File: src/rtl/multicycle_pkg.sv
// Shared encodings for the RV32I-subset multicycle control unit: FSM states,
// opcodes, ALU operation codes and the decoded-instruction payload.
package multicycle_pkg;

    localparam int unsigned STATE_W = 3;
    localparam int unsigned ALU_W   = 4;

    localparam logic [STATE_W-1:0] ST_IF   = 3'd0;
    localparam logic [STATE_W-1:0] ST_ID   = 3'd1;
    localparam logic [STATE_W-1:0] ST_EX   = 3'd2;
    localparam logic [STATE_W-1:0] ST_MEM  = 3'd3;
    localparam logic [STATE_W-1:0] ST_WB   = 3'd4;
    localparam logic [STATE_W-1:0] ST_TRAP = 3'd5;

    localparam logic [6:0] OP_LW  = 7'b0000011;
    localparam logic [6:0] OP_SW  = 7'b0100011;
    localparam logic [6:0] OP_BEQ = 7'b1100011;
    localparam logic [6:0] OP_IMM = 7'b0010011;
    localparam logic [6:0] OP_RR  = 7'b0110011;

    localparam logic [6:0] F7_BASE = 7'b0000000;
    localparam logic [6:0] F7_ALT  = 7'b0100000;

    localparam logic [ALU_W-1:0] ALU_AND = 4'b0000;
    localparam logic [ALU_W-1:0] ALU_OR  = 4'b0001;
    localparam logic [ALU_W-1:0] ALU_ADD = 4'b0010;
    localparam logic [ALU_W-1:0] ALU_SUB = 4'b0110;
    localparam logic [ALU_W-1:0] ALU_SLT = 4'b0111;
    localparam logic [ALU_W-1:0] ALU_SRL = 4'b1000;
    localparam logic [ALU_W-1:0] ALU_SLL = 4'b1001;
    localparam logic [ALU_W-1:0] ALU_SRA = 4'b1010;
    localparam logic [ALU_W-1:0] ALU_XOR = 4'b1101;

    typedef enum logic [2:0] {
        CLS_R   = 3'd0,
        CLS_I   = 3'd1,
        CLS_LW  = 3'd2,
        CLS_SW  = 3'd3,
        CLS_BEQ = 3'd4
    } instr_class_e;

    typedef struct packed {
        instr_class_e     cls;
        logic [ALU_W-1:0] alu_ctrl;
        logic             alu_src;
        logic             illegal;
    } decode_t;

    // funct3 -> ALU op for register and immediate arithmetic; alt selects SUB/SRA
    function automatic logic [ALU_W-1:0] alu_from_f3(input logic [2:0] f3, input logic alt);
        logic [ALU_W-1:0] op;
        case (f3)
            3'b000:  op = alt ? ALU_SUB : ALU_ADD;
            3'b001:  op = ALU_SLL;
            3'b010:  op = ALU_SLT;
            3'b011:  op = ALU_SLT;
            3'b100:  op = ALU_XOR;
            3'b101:  op = alt ? ALU_SRA : ALU_SRL;
            3'b110:  op = ALU_OR;
            default: op = ALU_AND;
        endcase
        return op;
    endfunction

endpackage

File: src/rtl/mc_decoder.sv
// Combinational instruction decoder: instr -> {class, ALU op, ALU source, illegal}.
module mc_decoder
    import multicycle_pkg::*;
(
    input  logic [31:0] instr_i,
    output decode_t     dec_o
);

    logic [6:0] opcode;
    logic [2:0] funct3;
    logic [6:0] funct7;
    logic       unused_instr_bits;

    assign opcode = instr_i[6:0];
    assign funct3 = instr_i[14:12];
    assign funct7 = instr_i[31:25];
    assign unused_instr_bits = ^{instr_i[24:15], instr_i[11:7]};

    always_comb begin
        dec_o = '0;
        case (opcode)
            OP_RR: begin
                dec_o.cls = CLS_R;
                if (funct7 == F7_BASE) begin
                    dec_o.alu_ctrl = alu_from_f3(funct3, 1'b0);
                end else if (funct7 == F7_ALT && (funct3 == 3'b000 || funct3 == 3'b101)) begin
                    dec_o.alu_ctrl = alu_from_f3(funct3, 1'b1);
                end else begin
                    dec_o.illegal = 1'b1;
                end
            end
            OP_IMM: begin
                dec_o.cls     = CLS_I;
                dec_o.alu_src = 1'b1;
                // only the shift-immediates constrain funct7
                if (funct3 == 3'b001) begin
                    dec_o.alu_ctrl = ALU_SLL;
                    dec_o.illegal  = (funct7 != F7_BASE);
                end else if (funct3 == 3'b101) begin
                    dec_o.alu_ctrl = alu_from_f3(funct3, funct7 == F7_ALT);
                    dec_o.illegal  = (funct7 != F7_BASE) && (funct7 != F7_ALT);
                end else begin
                    dec_o.alu_ctrl = alu_from_f3(funct3, 1'b0);
                end
            end
            OP_LW: begin
                dec_o.cls      = CLS_LW;
                dec_o.alu_src  = 1'b1;
                dec_o.alu_ctrl = ALU_ADD;
                dec_o.illegal  = (funct3 != 3'b010);
            end
            OP_SW: begin
                dec_o.cls      = CLS_SW;
                dec_o.alu_src  = 1'b1;
                dec_o.alu_ctrl = ALU_ADD;
                dec_o.illegal  = (funct3 != 3'b010);
            end
            OP_BEQ: begin
                dec_o.cls      = CLS_BEQ;
                dec_o.alu_ctrl = ALU_SUB;
                dec_o.illegal  = (funct3 != 3'b000);
            end
            default: dec_o.illegal = 1'b1;
        endcase
    end

endmodule

File: src/rtl/multicycle_ctrl.sv
// Multicycle control FSM (IF/ID/EX/MEM/WB/TRAP) with memory ready handshakes,
// wait timeout, illegal-instruction trap and cycle/instret counters.
module multicycle_ctrl
    import multicycle_pkg::*;
#(
    parameter int unsigned CNT_W         = 32,
    parameter bit          MEM_HANDSHAKE = 1'b1,
    parameter int unsigned WAIT_TIMEOUT  = 16
) (
    input  logic              clk,
    input  logic              rst,
    input  logic [31:0]       instr,
    input  logic              zero,
    input  logic              imem_ready,
    input  logic              dmem_ready,
    output logic              ir_write,
    output logic              ALUSrc,
    output logic [ALU_W-1:0]  ALUCtrl,
    output logic              RegWrite,
    output logic              MemToReg,
    output logic              MemRead,
    output logic              MemWrite,
    output logic              loadPC,
    output logic              PCSrc,
    output logic              retire,
    output logic              trap,
    output logic [STATE_W-1:0] state_o,
    output logic [CNT_W-1:0]  cycle_cnt,
    output logic [CNT_W-1:0]  instret_cnt
);

    localparam int unsigned WAIT_W = (WAIT_TIMEOUT < 2) ? 1 : $clog2(WAIT_TIMEOUT + 1);
    localparam logic [WAIT_W-1:0] WAIT_LAST =
        (WAIT_TIMEOUT == 0) ? '0 : WAIT_W'(WAIT_TIMEOUT - 1);

    logic [STATE_W-1:0] state_q, state_d;
    logic [WAIT_W-1:0]  wait_q, wait_d;
    logic [CNT_W-1:0]   cycle_q, instret_q;
    decode_t            dec, dec_q;
    logic               imem_rdy, dmem_rdy, wait_hit;

    mc_decoder u_decoder (
        .instr_i (instr),
        .dec_o   (dec)
    );

    assign imem_rdy = MEM_HANDSHAKE ? imem_ready : 1'b1;
    assign dmem_rdy = MEM_HANDSHAKE ? dmem_ready : 1'b1;
    // current wait cycle is the last one allowed before giving up
    assign wait_hit = (WAIT_TIMEOUT != 0) && (wait_q == WAIT_LAST);

    always_comb begin
        state_d  = state_q;
        wait_d   = '0;
        ir_write = 1'b0;
        ALUSrc   = 1'b0;
        ALUCtrl  = '0;
        RegWrite = 1'b0;
        MemToReg = 1'b0;
        MemRead  = 1'b0;
        MemWrite = 1'b0;
        loadPC   = 1'b0;
        PCSrc    = 1'b0;
        retire   = 1'b0;

        case (state_q)
            ST_IF: begin
                ir_write = imem_rdy & ~rst;
                if (imem_rdy)      state_d = ST_ID;
                else if (wait_hit) state_d = ST_TRAP;
            end
            ST_ID: state_d = dec.illegal ? ST_TRAP : ST_EX;
            ST_EX: begin
                ALUSrc  = dec_q.alu_src;
                ALUCtrl = dec_q.alu_ctrl;
                case (dec_q.cls)
                    CLS_BEQ: begin
                        loadPC  = 1'b1;
                        PCSrc   = zero;
                        retire  = 1'b1;
                        state_d = ST_IF;
                    end
                    CLS_LW, CLS_SW: state_d = ST_MEM;
                    default:        state_d = ST_WB;
                endcase
            end
            ST_MEM: begin
                ALUSrc   = dec_q.alu_src;
                ALUCtrl  = dec_q.alu_ctrl;
                MemRead  = (dec_q.cls == CLS_LW);
                MemWrite = (dec_q.cls == CLS_SW);
                if (dmem_rdy) begin
                    if (dec_q.cls == CLS_LW) begin
                        state_d = ST_WB;
                    end else begin
                        loadPC  = 1'b1;
                        retire  = 1'b1;
                        state_d = ST_IF;
                    end
                end else if (wait_hit) begin
                    state_d = ST_TRAP;
                end
            end
            ST_WB: begin
                ALUSrc   = dec_q.alu_src;
                ALUCtrl  = dec_q.alu_ctrl;
                RegWrite = 1'b1;
                MemToReg = (dec_q.cls == CLS_LW);
                loadPC   = 1'b1;
                retire   = 1'b1;
                state_d  = ST_IF;
            end
            ST_TRAP: state_d = ST_TRAP;
            default: state_d = ST_TRAP;
        endcase

        // wait counter only runs while stalled in IF or MEM
        if (state_d == state_q && (state_q == ST_IF || state_q == ST_MEM)) begin
            wait_d = wait_q + WAIT_W'(1);
        end
    end

    always_ff @(posedge clk) begin
        if (rst) begin
            state_q   <= ST_IF;
            wait_q    <= '0;
            dec_q     <= '0;
            cycle_q   <= '0;
            instret_q <= '0;
        end else begin
            state_q <= state_d;
            wait_q  <= wait_d;
            if (state_q == ST_ID) dec_q <= dec;
            cycle_q <= cycle_q + CNT_W'(1);
            if (retire) instret_q <= instret_q + CNT_W'(1);
        end
    end

    assign trap        = (state_q == ST_TRAP);
    assign state_o     = state_q;
    assign cycle_cnt   = cycle_q;
    assign instret_cnt = instret_q;

endmodule

File: config.mk
export PLATFORM = sky130hd
export DESIGN_NAME = multicycle_ctrl
export DESIGN_NICKNAME = d
export VERILOG_FILES = /design/src/rtl/multicycle_pkg.sv /design/src/rtl/mc_decoder.sv /design/src/rtl/multicycle_ctrl.sv
export SDC_FILE = /design/constraint.sdc
export NUM_CORES = 1
export LEC_CHECK = 0
export BUFFER_PORTS_ARGS = -buffer_cell sky130_fd_sc_hd__buf_2
export CAP_MARGIN = 5
export CORE_MARGIN = 2
export CORE_UTILIZATION = 47
export CTS_CLUSTER_DIAMETER = 80
export CTS_CLUSTER_SIZE = 25
export DETAILED_ROUTE_END_ITERATION = 6
export PLACE_DENSITY = 0.76
export SLEW_MARGIN = 10
export SYNTH_ARGS = -nofsm -noshare
export SYNTH_HDL_FRONTEND = slang
export SYNTH_SLANG_ARGS = --single-unit
export TNS_END_PERCENT = 10
File: constraint.sdc
create_clock -name clk -period 1.7 [get_ports clk]
set_input_delay 0.255 -clock clk [delete_from_list [all_inputs] [get_ports clk]]
set_output_delay 0.255 -clock clk [all_outputs]
set_load 0.005 [all_outputs]
==> PnR_summary.wiki <==
{| class="wikitable"
! Metric !! Value
|-
| Result of the run || complete, but fails checks
|-
| Violations in the final reports || negative setup slack
|-
| Pwr Density || 686 nW/um2
|-
| Fraction of synthesis flops using an asynchronous set or reset pin || 0
|-
| Share of layout cells above drive strength 1 || 0.397
|-
| Vertical die dimension || 97.4 um
|-
| Net switching power || roughly 1000 uW
|-
| Required time reported for the critical path endpoint || around 1.4 ns
|-
| Setup slack of the critical path after layout || -0.311 ns
|-
| Port Buf Inserts || slightly above 100
|-
| Number of antenna violations at the first check in global routing || 0
|-
| Via density per instance || roughly 5.5
|-
| Share of total power in sequential cells || 0.485
|-
| Die width || about 97 um
|-
| Clock slew at reported path FFs || about 0.07 ns
|-
| First-pass GRT wire length || 18.5 mm
|-
| Clk Tree Root Cell || clkbuf_8
|-
| Main flop type after synthesis || dfxtp_1
|-
| Final Cycle Share || 1.18
|-
| Final setup violation count || 41
|-
| Area growth syn-to-layout || 41.7%
|-
| RSZ-0062 raised after global routing || true
|-
| Worst path slowest cell || or3b_4
|-
| Slew Viols, Final || 0
|-
| Final design instance area without fill || 5810 um2
|-
| Buffering stage count on the worst path with inverters included || 2
|-
| Crit path arrival time || 1.76 ns
|-
| Type of the setup path with the least slack || flop to output pin
|-
| Placeable core area || 8590 um2
|-
| DRC errors left || 0
|-
| Total wire length after detailed routing || 11.4 mm
|-
| Max frequency || ~0.50 GHz
|-
| Aggregate global routing overflow || 0
|-
| Clock tree from TritonCTS || yes
|-
| Worst hold path class || input pin to flop
|-
| Startpoint Class || flop
|-
| Delay of the slowest cell on the worst path || 0.38 ns
|-
| Final HPWL DP || 7.75 mm
|-
| Maximum Capacitance Violations || 0
|-
| Largest vdd supply drop || 572 uV
|-
| Total Nets Final || 706
|-
| Floorplan row count || 34
|-
| CTS H-tree depth || 3
|-
| Total count of hold-check failures in the final report || 0
|-
| Post-route minimum period || 2.01 ns
|-
| Mean post-synth cell area || 8.25 um2
|-
| Area of placed instances || a little over 5000 um2
|-
| Gate Count Post-Synth || approximately 500
|-
| Type of destination of the critical path || output pin
|-
| Final core utilization || 0.676
|-
| Overall track demand over capacity in global routing || 0.230
|-
| Leakage dissipation || 0.00240 uW
|-
| Internal power contribution || 2990 uW
|-
| RePlAce Congestion || 0.886
|-
| Number of flops mapped to enable cells by yosys || 0
|-
| Clock network fraction of design power || 0.385
|-
| Drt initial violations || 161
|-
| Area of the die || 9490 um2
|-
| Number of buffers added to fix hold violations after cts || 0
|-
| Max-slew headroom || 0.586
|-
| Initial core utilization || 0.477
|-
| Post-route antenna net violation count || 0
|-
| Worst skew pair latency || 0.34 ns
|-
| FILL cells || just over 700
|-
| Diode count || 0
|-
| Maximum number of pins on one net before global-route repair || 36
|-
| Area of combinational cells with multiple inputs || 2610 um2
|-
| 1st-pass router iterations || 6
|-
| Crit path cell chain || or3b_4 > a41o_1 > buf_6 > or2_4 > buf_6
|-
| Most common cell after layout, fill and taps aside || buf_2
|-
| Total nets after synthesis || roughly 540
|-
| Library cells used by synthesis || 55
|-
| Commonest cells after routing, fill and taps aside || 100 x buf_2, 73 x buf_4, 67 x dfxtp_1
|-
| Netlist area before placement || 4100 um2
|-
| Delay-heaviest family, CP || simple AND/OR/NAND/NOR gates
|-
| Worst slack on hold paths || 0.298 ns
|-
| Cell repeated most along the worst path || buf_6
|-
| Sequential fraction of the synthesis area || 0.391
|-
| Register cell area after layout || 1620 um2
|-
| Setup Skew || 0.0144 ns
|-
| Number of synthesized register bits || 80
|-
| Post-DR wirelength/cell || 14.7 um
|-
| Logic gate share of total power || 0.130
|-
| Worst-path maximum fanout || 3
|-
| Buffer levels on the longest clock path || 2
|-
| Number of sinks on the clock net || 80
|-
| Switching power as a share of total power || 0.250
|-
| Top-level port count || 118
|-
| Total CTS buffers || 9
|-
| Total via count in the routed design || 4299
|-
| Vias in the first global route || ~4000
|-
| Count of synthesis-stage warnings from yosys || 0
|-
| Transition time at the pin with the least slew margin || 0.605 ns
|}
-- registers in the layout (all words and copies together) (netlist names) --
name / count
state_o: 3
wait_q: 5
instret_cnt: 32
cycle_cnt: 32
dec_q: 8
-- area by class of cell --
| cell class | instances | area share |
|---|---|---|
| clock buffers | 10 | 0.0220 |
| clock inverters | 6 | 0.0159 |
| inverters | 10 | 0.00646 |
| multi-input cells | 379 | 0.449 |
| flip-flops and latches | 80 | 0.279 |
| well taps | 108 | 0.0233 |
| repair buffers | 185 | 0.204 |
-- per-stage QoR --
step / cells / total power [uW] / worst slack, ns / setup TNS (ns)
floorplan: 497 / 2200 / -0.0658 / -0.930
global placement: 753 / 2340 / -0.157 / -1.83
detailed placement: 753 / 2350 / -0.201 / -3.32
CTS: 775 / 3970 / -0.391 / -5.01
global route: 778 / 4160 / -0.380 / -8.01
finish: 778 / 3990 / -0.311 / -5.12
-- cells in the mapped netlist (all sizes together), types with 2 or more instances --
master / instances / area, um2
ha: 4 / 50.1
xor2: 32 / 280
clkbuf: 18 / 67.6
or2: 2 / 12.5
nand2b: 4 / 25.0
and2: 2 / 12.5
o31ai: 3 / 22.5
a21oi: 27 / 135
nor4: 6 / 52.6
o2111ai: 13 / 133
nor2b: 15 / 93.8
and4: 6 / 52.6
a31oi: 2 / 12.5
nand2: 24 / 90.1
inv: 9 / 33.8
nor2: 69 / 259
a211oi: 3 / 22.5
xnor2: 15 / 131
nor3b: 6 / 50.1
nor3: 15 / 75.1
o21ai: 30 / 150
or4: 3 / 22.5
nand3: 24 / 120
and3: 17 / 106
or3: 17 / 106
or3b: 2 / 17.5
buf: 11 / 62.6
mux2: 2 / 22.5
dfxtp: 80 / 1600
nand4: 20 / 140
-- metal layers --
metal  wire (um)  global-route usage
met1        4940               0.282
met5           0                   0
met2        5680               0.397
met4         144              0.0684
met3         635              0.0612
-- final timing paths --
kind / from / to / slack (ns) / cells past startpoint
worst max-delay path: dec_q[7] / retire / -0.31 / 5
worst min-delay path: instr[13] / dec_q[5] / 0.30 / 4
worst max register to register: dec_q[7] / instret_cnt[11] / -0.23 / 8
worst min register to register: cycle_cnt[0] / cycle_cnt[0] / 0.45 / 1
-- tightest hold or removal path, delay by kind of cell --
kind,cells,cell delay (ns)
compound gates,1,0.07
buf+inv,1,0.11
simple gates,2,0.15
-- logic make-up (layout without fill, tap and decap cells) --
kind of cell / after synthesis / in the layout / share of synthesized area
and+or+nand+nor: 236 / 236 / 0.311
AOI/OAI and AO/OA: 88 / 89 / 0.137
DFF: 80 / 80 / 0.391
xor gates and xnor gates: 47 / 47 / 0.100
buffers and inverters: 39 / 211 / 0.0409
adders and majority gates: 4 / 4 / 0.0122
muxes: 3 / 3 / 0.00793
-- timing repair --
item | 4_1_cts | 5_1_grt
hold endpoints to repair | 0 | 0
gates cloned | 0 | 1
setup buffers | 6 | 3
resized for setup | 40 | 38
setup endpoints to repair | 40 | 66
pin swaps | 16 | 16
-- power groups by stage --
stage                     combinational (uW)  clock, uW  sequential (uW)
after CTS                                465       1580             1930
final                                    519       1530             1930
after floorplan                          231          0             1970
after global routing                     560       1660             1940
after global placement                   378          0             1960
after detailed placement                 387          0             1970
Note: power is estimated with default switching activity, not from simulation.
